==> config.mk <==
export PLATFORM = sky130hd
export DESIGN_NAME = sound_mixer_n
export DESIGN_NICKNAME = d
export VERILOG_FILES = /design/src/rtl/sound_mixer_n.sv
export SDC_FILE = /design/constraint.sdc
export NUM_CORES = 1
export LEC_CHECK = 0
export ABC_AREA = 1
export BUFFER_PORTS_ARGS = -buffer_cell sky130_fd_sc_hd__clkbuf_2
export CORE_UTILIZATION = 60
export DETAILED_ROUTE_END_ITERATION = 12
export PLACE_DENSITY = 0.86
export RECOVER_POWER = 25
export SYNTH_ARGS = -nofsm -noshare
export SYNTH_HDL_FRONTEND = slang
export SYNTH_SLANG_ARGS = --single-unit
==> constraint.sdc <==
create_clock -name clk -period 7.9 [get_ports clk]
set_input_delay 1.58 -clock clk [delete_from_list [all_inputs] [get_ports clk]]
set_output_delay 1.58 -clock clk [all_outputs]
set_load 0.01 [all_outputs]
==> src/rtl/sound_mixer_n.sv <==
// Multi-channel square-wave tone generator and saturating mixer.
// Optional linear attack/release envelope per channel: define SOUND_MIXER_ENVELOPE_EN.
module sound_mixer_n #(
  parameter int CHANNELS  = 4,
  parameter int WIDTH     = 8,
  parameter int DIV_WIDTH = 16,
  parameter int VOL_WIDTH = 4,
  parameter int GAIN      = 8,
  parameter int ENV_STEP  = 256
) (
  input  logic                                              clk,
  input  logic                                              rst_n,
  input  logic [CHANNELS-1:0]                               switches,
  input  logic                                              cfg_we,
  input  logic [((CHANNELS > 1) ? $clog2(CHANNELS) : 1)-1:0] cfg_sel,
  input  logic                                              cfg_is_vol,
  input  logic [DIV_WIDTH-1:0]                              cfg_data,
  output logic [WIDTH-1:0]                                  combined,
  output logic                                              clip
);

  localparam int SEL_W  = (CHANNELS > 1) ? $clog2(CHANNELS) : 1;
  localparam int SUM_W  = VOL_WIDTH + SEL_W + 1;
  localparam int GAIN_W = $clog2(GAIN + 1) + 1;
  localparam int MW     = SUM_W + GAIN_W + WIDTH;
  localparam logic [MW-1:0] MAX_M = {{(MW-WIDTH){1'b0}}, {WIDTH{1'b1}}};

  logic                                sel_ok;
  logic [CHANNELS-1:0][VOL_WIDTH-1:0]  amp;
  logic [SUM_W-1:0]                    sum;
  logic [MW-1:0]                       m;
  logic                                sat;

  assign sel_ok = cfg_we && ({1'b0, cfg_sel} < (SEL_W+1)'(CHANNELS));

`ifdef SOUND_MIXER_ENVELOPE_EN
  localparam int PRE_W = (ENV_STEP > 1) ? $clog2(ENV_STEP) : 1;

  logic [PRE_W-1:0] pre;
  logic             env_tick;

  assign env_tick = (pre == PRE_W'(ENV_STEP - 1));

  always_ff @(posedge clk) begin
    if (!rst_n)
      pre <= '0;
    else if (env_tick)
      pre <= '0;
    else
      pre <= pre + PRE_W'(1);
  end
`endif

  for (genvar i = 0; i < CHANNELS; i++) begin : g_ch
    logic [DIV_WIDTH-1:0] period;
    logic [DIV_WIDTH-1:0] cnt;
    logic [VOL_WIDTH-1:0] vol;
    logic                 phase;
    logic                 run;
    logic                 wr_p;
    logic                 wr_v;

    assign wr_p = sel_ok && !cfg_is_vol && (cfg_sel == SEL_W'(i));
    assign wr_v = sel_ok &&  cfg_is_vol && (cfg_sel == SEL_W'(i));

    always_ff @(posedge clk) begin
      if (!rst_n) begin
        period <= '0;
        vol    <= '1;
      end else if (wr_p) begin
        period <= cfg_data;
      end else if (wr_v) begin
        vol    <= cfg_data[VOL_WIDTH-1:0];
      end
    end

`ifdef SOUND_MIXER_ENVELOPE_EN
    logic [VOL_WIDTH-1:0] env;
    logic [VOL_WIDTH-1:0] target;

    assign target = switches[i] ? vol : '0;

    // Level slews one step per prescaler wrap, so attack, release and volume drops share one rate.
    always_ff @(posedge clk) begin
      if (!rst_n)
        env <= '0;
      else if (env_tick && (env < target))
        env <= env + VOL_WIDTH'(1);
      else if (env_tick && (env > target))
        env <= env - VOL_WIDTH'(1);
    end

    assign run    = (switches[i] || (env != '0)) && (period != '0);
    assign amp[i] = (run && phase) ? env : '0;
`else
    assign run    = switches[i] && (period != '0);
    assign amp[i] = (run && phase) ? vol : '0;
`endif

    // A period write restarts the half-period but keeps the current phase level.
    always_ff @(posedge clk) begin
      if (!rst_n) begin
        cnt   <= '0;
        phase <= 1'b0;
      end else if (!run) begin
        cnt   <= '0;
        phase <= 1'b0;
      end else if (wr_p) begin
        cnt   <= '0;
      end else if (cnt == (period - DIV_WIDTH'(1))) begin
        cnt   <= '0;
        phase <= ~phase;
      end else begin
        cnt   <= cnt + DIV_WIDTH'(1);
      end
    end
  end

  always_comb begin
    sum = '0;
    for (int i = 0; i < CHANNELS; i++)
      sum = sum + SUM_W'(amp[i]);
  end

  assign m   = MW'(sum) * MW'(GAIN);
  assign sat = (m > MAX_M);

  always_ff @(posedge clk) begin
    if (!rst_n) begin
      combined <= '0;
      clip     <= 1'b0;
    end else begin
      combined <= sat ? {WIDTH{1'b1}} : m[WIDTH-1:0];
      clip     <= sat;
    end
  end

endmodule
Word level (Yosys, flattened, before mapping)
Cells that the tools add are included.

cells by class
  mux-type cells = 5
  magnitude comparators = 1
  equal/unequal tests = 7
  add/subtract/negate cells = 11
  bitwise gates (word level) = 13
  reductions and logical operators = 40

operator list
  cell                                                                              number
  16-bit by 1-bit adder with 16-bit output, second input constant                   4
  16-bit == test                                                                    4
  16-bit nonzero test                                                               4
  16-bit by 1-bit subtractor with 16-bit output, second input constant              4
  2-bit AND reduction                                                               12
  1-bit logical AND                                                                 18
  4-bit 2-to-1 mux                                                                  4
  4-bit OR reduction                                                                4
  1-bit NOT                                                                         13
  10-bit by 8-bit greater-than comparator with 1-bit output, second input constant  1
  8-bit 2-to-1 mux                                                                  1
  6-bit by 4-bit adder with 7-bit output                                            1
  5-bit by 4-bit adder with 6-bit output                                            1
  4-bit by 4-bit adder with 5-bit output                                            1
  2-bit == test, second input constant                                              2
  2-bit by 1-bit == test with 1-bit output, second input constant                   1
  2-bit logical NOT                                                                 1
  1-bit logical NOT                                                                 1

storage, ports and cells
  bits in registers = 157
  logic and storage cells = 95

Logic depth before layout (Yosys ltp)
Gate-level depths: netlist of the first run.

  depth in word-level cells = 9
  gate-level depth with buffers = 20

Worst setup path after synthesis of the first run
OpenSTA, ideal clock, no wires.

  kind = input to register
  start = input switches[0]
  end = register combined[7]
  data arrival time = 4.022 ns
  cell stages on the path = 14
  data required time = 7.842 ns
  buffers on the path = 0
  setup time = 0.058 ns
  path slack = 3.820 ns
  path through = o21ai_0 -> nor2_1 -> inv_1 -> nor2_1 -> fa_1 -> fa_1 -> ha_1 -> inv_1 -> fa_1 -> o21ai_0 -> a21oi_1 -> nor2_1 -> inv_1 -> nand2_1

on the way
  cells in the longest elaborated chain, start to end = 8

ends and longest elaborated chain
  element                                                    RTL line  RTL
  start: declaration                                         13        input logic [CHANNELS-1:0] switches,
  1-bit logical AND (*)                                      96        assign run = switches[i] && (period != '0);
  1-bit logical AND (*)                                      97        assign amp[i] = (run && phase) ? vol : '0;
  4-bit 2-to-1 mux (*)                                       97
  4-bit by 4-bit adder with 5-bit output (*)                 122       sum = sum + SUM_W'(amp[i]);
  5-bit by 4-bit adder with 6-bit output (*)                 122
  6-bit by 4-bit adder with 7-bit output (*)                 122
  10-bit by 8-bit greater-than comparator with 1-bit output  126       assign sat = (m > MAX_M);
  8-bit 2-to-1 mux (*)                                       133       combined <= sat ? {WIDTH{1'b1}} : m[WIDTH-1:0];
  end signal: assignment                                     133
  end: declaration                                           18        output logic [WIDTH-1:0] combined,

Every way passes the cells marked *; elsewhere a longest branch is shown, timed or not.
A chain may end at the register's enable or synchronous reset.

Worst setup path in the final report of the first run
  start = input rst_n
  end = register g_ch[2].cnt[14]

on the way
  cells in the longest elaborated chain, start to end = 2

ends and longest elaborated chain
  element                              RTL line  RTL
  start: declaration                   12        input logic rst_n,
  1-bit NOT (no source line)           -
  4-bit OR reduction (no source line)  -
  end signal: assignment               114       cnt <= cnt + DIV_WIDTH'(1);
  end: declaration                     56        logic [DIV_WIDTH-1:0] cnt;

Every way passes these cells.

==> metrics.cfg, run 1 <==
[sta]
slew_headroom = -0.965
final.period_utilization = 0.725
finalCriticalPeriod_ps = 5730
setup-violations-final = 0
fmax_ghz = 0.175
fin_skew_ps = 7.20
rsz0062_at_grt = no
setup_tns_ps = 0
worstMarginPinSlew_ps = 2950
hold_violations = 0
drv_slew = 83

[global_routing]
grt_antenna_before_repair = 0
grt_pass1_vias = 7847
gr-usage-all-layers = 0.280
grt_overflow = 0
grt_pass1_wl_um = 35700
grt_max_degree = 83

[synth]
synth_nets = 1410
netlist_top_cells_count = 312 x nand2_1, 229 x nor2_1, 168 x inv_1
synth_top_area_frac = 0.336
ys_seq_elements = 154
ys.flop_type = dfxtp_1
synth_top_cell_by_area = dfxtp_1
async_reset_ff_frac = 0
syn_avg_cell_area_um2 = 6.73
yosysUniqueCellTypes = 37
yosysWarnings = 0
yosysMostFrequentCell = nand2_1
yosysSeqAreaShare = 0.336
syn-cell-area_um2 = 9170
synth_edf_count = 0
ys_top_cells_by_area = dfxtp_1 34%, nand2_1 13%, nor2_1 9.4%
syn-instance-count = 1363

[placement]
port_buffers = 34
gp_congestion = 0.893
hpwl_um = 15000
dpl_cell_area_um2 = 9440

[critical_path]
reg2regPathDepth = 19
r2r-start = g_ch[0].period[0]$_SDFFE_PN0P_
crit_required_ps = 8260
cp-startpoint = rst_n
reg2reg_slack_ps = 3780
crit_fanout = 82
worstSetupEndpointType = flop
setup.worst_path.end = g_ch[2].cnt[14]$_SDFF_PP0_
cp.arrival_ps = 6090
r2r_end = combined[7]$_SDFF_PN0_
crit_type = in -> reg
start_kind = input port

[drt]
via_per_inst = 5.33
dr.first_iter.drc_count = 633
drc_errors = 4
drt_wl_total_um = 20900
vias = 8489
drt-pass1-iter-count = 12
wl_per_cell_um = 13.1
ant_nets = 0

[layout]
fin_area_um2 = 10100
areaGrowthSynthToFinish_pct = 9.95
nets = 1442
drive_above_1_share = 0.110
diodes = 0
utilization = 0.686

[cts]
clk_pin_slew_ps = 70
clock_sinks = 154
numCtsBuffers = 17
hold_buffers = 0
tritoncts = yes
postCtsSetupBuffers = 0
root_buffer = clkbuf_16
clk_latency_ps = 440
cts_resized = 0
clock_path_buffers = 2
h-tree-depth = 4

[power]
vdd_drop_max_mv = 0.164
p_per_area_nw_per_um2 = 198
p_total_mw = 2.00
cellLeakagePower_nw = 4.68

[flow_run]
maxCapViolCount = 1

[run_status]
violations = design-rule violations, max-capacitance violations, max-slew violations
status = complete, but fails checks

[floorplanning]
rows = 44
core_um2 = 14700
start_util = 0.624
dieArea_um2 = 15800
die_w_um = 126
die_h_um = 126
io_pins = 35

[hold_path]
min_path_type = reg -> reg

-- final cells by class --
class                   instances  area (µm²)
multi-input cells            1013        5290
fillers                      1199        4620
flip-flops and latches        154        3080
inverters                     172         646
clock buffers                  20         447
well taps                     184         230
clock inverters                12         196
repair buffers                 37         188
-- registers in the layout (all words and copies together) (netlist names) --
| name | count |
|---|---|
| g_ch.phase | 4 |
| g_ch.period | 64 |
| combined | 6 |
| g_ch.cnt | 64 |
| g_ch.vol | 16 |
-- power by group --
group / total, mW / internal (mW) / leakage (nW) / switching [mW]
clock: 0.895 / 0.567 / 0.306 / 0.328
combinational: 0.290 / 0.0983 / 3.13 / 0.192
sequential: 0.813 / 0.794 / 1.25 / 0.0190
total: 2.00 / 1.46 / 4.68 / 0.539
-- through the flow --
| stage | setup WS [ps] | hold slack, ps | cells |
|---|---|---|---|
| 2_1_floorplan | 3820 | 429 | 1363 |
| 3_3_place_gp | 3440 | 442 | 1560 |
| 3_5_place_dp | 3310 | 447 | 1560 |
| 4_1_cts | 3770 | 457 | 1592 |
| 5_1_grt | 1900 | 478 | 1592 |
| 6_report | 2170 | 455 | 1592 |
-- routing by layer --
| layer | GRT usage | share of wire | wire (µm) |
|---|---|---|---|
| met5 | 0 | 0 | 0 |
| met4 | 0.119 | 0.026 | 541 |
| met3 | 0.0544 | 0.069 | 1450 |
| met2 | 0.469 | 0.47 | 9840 |
| met1 | 0.351 | 0.43 | 9090 |
-- worst min path at each step --
stage	startpoint	to	slack (ps)	depth (start not counted)
3_3_place_gp	g_ch[1].phase$_SDFFE_PN0P_	g_ch[1].phase$_SDFFE_PN0P_	440	2
3_5_place_dp	g_ch[1].phase$_SDFFE_PN0P_	g_ch[1].phase$_SDFFE_PN0P_	450	2
6_report	g_ch[1].phase$_SDFFE_PN0P_	g_ch[1].phase$_SDFFE_PN0P_	450	2
4_1_cts	g_ch[1].phase$_SDFFE_PN0P_	g_ch[1].phase$_SDFFE_PN0P_	460	2
5_1_grt	g_ch[0].phase$_SDFFE_PN0P_	g_ch[0].phase$_SDFFE_PN0P_	480	2
2_1_floorplan	g_ch[3].vol[2]$_SDFFE_PN1P_	g_ch[3].vol[2]$_SDFFE_PN1P_	430	2
-- layout by cell type, fill, tap and decap left out, types with 2 or more instances in the layout --
cell / instances
a21oi_1: 51
nor2_1: 229
clkbuf_1: 4
o211ai_1: 9
nand2_2: 6
o21ai_0: 79
nand3_2: 4
xnor2_1: 32
nor3b_2: 2
xor2_1: 56
clkbuf_16: 17
nand3_1: 83
buf_4: 2
dfxtp_1: 154
or2_2: 5
clkinv_2: 3
nor2_2: 50
nand2_4: 2
inv_2: 2
clkinv_1: 2
nand4_1: 15
inv_1: 168
nand2_1: 312
fa_1: 8
nand3b_1: 20
nor3_1: 10
clkbuf_2: 33
or2_0: 4
nor2_4: 13
bufinv_16: 5
ha_1: 13
nor3_2: 4
clkinvlp_4: 3
-- worst max-delay path, cell delays in order --
cell	delay (ps)
clkbuf_2	70
clkbuf_1	2080
clkinv_1	1150
nor2_1	740
nand2_4	260
a21oi_1	180
-- kinds of logic after synthesis --
family          count (synthesis)  share of synthesized area
buf+inv                       196                     0.0867
compound gates                141                     0.0797
flops                         154                      0.336
fa+ha+maj                      21                     0.0352
simple gates                  763                      0.378
xor+xnor                       88                     0.0841
Note: power is estimated with default switching activity, not from simulation.
==> run 2, diff against run 1 <==
Clock period 7.9 ns to 5.9 ns, I/O delays scaled along.
==> run 2 against run 1 <==
  * Largest cell class unchanged
  * Combinational power grew 33%
  * Global-route usage is essentially flat
  * The flow still finishes with violations (design-rule violations, max-capacitance violations, max-slew violations)
  * Clock power grew 32%
  * Setup slack lost 330 ps
  * Sequential power grew 34%
==> metrics.cfg, run 2 (same netlist as run 1, synthesis figures left out) <==
[power]
p_per_area_nw_per_um2 = 263  ; +33%
switchingPower_mw = 0.737  ; +37%
combPwrFrac = 0.146  ; about the same
vdd_drop_max_mv = 0.236  ; +44%
internal_power_mw = 1.91  ; +31%
cellLeakagePower_nw = 4.68  ; about the same
clkPwrFrac = 0.444  ; -0.004
switching_share = 0.278  ; +0.00802
power_frac_seq = 0.410  ; +0.003

[critical_path]
start_kind = input port
cp_slowest_cell = clkbuf_1
critical_path.most_common_cell = clkbuf_1
crit_fanout = 81  ; -1.2%
crit_required_ps = 6250  ; -2010 ps
cp.arrival_ps = 4400  ; -1690 ps
critical-path-max-stage-delay_ps = 2160  ; +80 ps
worstSetupEndpointType = flop
worstPathCellList = clkbuf_1 > clkbuf_1 > o21ai_0 > a21oi_1
crit_type = in -> reg

[drt]
drt-pass1-iter-count = 10  ; -2
ant_nets = 0  ; unchanged
vias = 8427  ; -0.73%
drc_errors = 4  ; unchanged
dr.first_iter.drc_count = 644  ; +1.7%
via_per_inst = 5.29  ; -0.73%
wl_per_cell_um = 13.2  ; +0.76%
drt_wl_total_um = 21100  ; +0.76%

[run_status]
violations = design-rule violations, max-capacitance violations, max-slew violations
status = complete, but fails checks

[layout]
diodes = 0  ; unchanged
layout_commonest_cell = nand2_1
areaGrowthSynthToFinish_pct = 9.83
drive_above_1_share = 0.111  ; +0.000710
nets = 1442  ; unchanged
reg_top3 = g_ch.cnt (64), g_ch.period (64), g_ch.vol (16)
fill_cells = 1241  ; +3.5%
final_cell_mix = 312 x nand2_1, 229 x nor2_1, 168 x inv_1, 154 x dfxtp_1, 83 x nand3_1

[floorplanning]
start_util = 0.624  ; unchanged
die_w_um = 126  ; unchanged
die_h_um = 126  ; unchanged
rows = 44  ; unchanged
dieArea_um2 = 15800  ; unchanged
core_um2 = 14700  ; unchanged
io_pins = 35  ; unchanged

[cts]
clock_sinks = 154  ; unchanged
clock_path_buffers = 2  ; unchanged
root_buffer = clkbuf_16
tritoncts = yes
clk_latency_ps = 440  ; about the same
h-tree-depth = 4  ; unchanged
postCtsSetupBuffers = 0  ; unchanged
hold_buffers = 0  ; unchanged
cts_resized = 0  ; unchanged
clk_pin_slew_ps = 60  ; about the same
numCtsBuffers = 17  ; unchanged

[sta]
setup_tns_ps = 0  ; unchanged
fmax_ghz = 0.246
hold_violations = 0  ; unchanged
slew_headroom = -1.04  ; -0.0743
final.period_utilization = 0.688
drv_slew = 82  ; -1.2%
finalCriticalPeriod_ps = 4060
fin_skew_ps = 7.81  ; +0.611 ps
setup-violations-final = 0  ; unchanged
hold_ws_ps = 456  ; +1.24 ps
rsz0062_at_grt = no
worstMarginPinSlew_ps = 3060  ; +112 ps

[placement]
hpwl_um = 15200  ; +1.1%
gp_congestion = 0.917  ; +2.7%
port_buffers = 34  ; unchanged

[global_routing]
grt_pass1_wl_um = 35500  ; -0.60%
grt_pass1_vias = 7862  ; +0.19%
grt_max_degree = 82  ; -1.2%
grt_overflow = 0  ; unchanged
grt_antenna_before_repair = 1  ; +1
gr-usage-all-layers = 0.280  ; +0.000439

[hold_path]
min_path_type = reg -> reg

[flow_run]
maxCapViolCount = 1  ; unchanged

run 2: critical path, delay by kind of cell:
kind / cells / cell delay [ps]
buffers and inverters: 2 / 2260
AO/OA/AOI/OAI: 2 / 920
run 2: path summary, 6_finish.rpt:
check	depth (start not counted)	from	endpoint	slack (ps)
worst max-delay path	4	rst_n	g_ch[0].period[1]$_SDFFE_PN0P_	1840
worst min-delay path	2	g_ch[0].phase$_SDFFE_PN0P_	g_ch[0].phase$_SDFFE_PN0P_	460
worst max register to register	19	g_ch[0].period[0]$_SDFFE_PN0P_	combined[3]$_SDFF_PN0_	1850
worst min register to register	2	g_ch[0].phase$_SDFFE_PN0P_	g_ch[0].phase$_SDFFE_PN0P_	460
run 2: stage by stage:
| step | util | instance area [µm²] | power (mW) | setup WS, ps | std cells |
|---|---|---|---|---|---|
| 6_report | 0.685 | 10100 | 2.65 | 1840 | 1592 |
| 5_1_grt | 0.685 | 10100 | 2.76 | 1510 | 1592 |
| 4_1_cts | 0.685 | 10100 | 2.65 | 1890 | 1592 |
| 3_5_place_dp | 0.642 | 9440 | 1.48 | 1750 | 1560 |
| 3_3_place_gp | 0.642 | 9440 | 1.47 | 1890 | 1560 |
| 2_1_floorplan | - | 9170 | 1.41 | 2220 | 1363 |
run 2: layout make-up:
cell class	count	area, µm²	area share
clock buffers	18	439	0.0436
clock inverters	14	194	0.0193
inverters	172	646	0.0641
multi-input cells	1013	5290	0.525
flip-flops and latches	154	3080	0.306
well taps	184	230	0.0229
repair buffers	37	186	0.0185
run 2: layer usage:
layer | routed length (µm) | global-route usage | vias up
met1 | 9350 | 0.353 | 3827
li1 | - | - | 4319
met3 | 1320 | 0.0535 | 55
met4 | 561 | 0.128 | 2
met2 | 9840 | 0.465 | 224
met5 | 18 | 0 | -
run 2: power groups by stage:
stage	sequential, mW	combinational, mW	clock, mW
CTS	1.09	0.382	1.19
floorplan	1.10	0.302	0
global route	1.09	0.444	1.23
global placement	1.11	0.364	0
detailed placement	1.11	0.375	0
finish	1.09	0.387	1.18
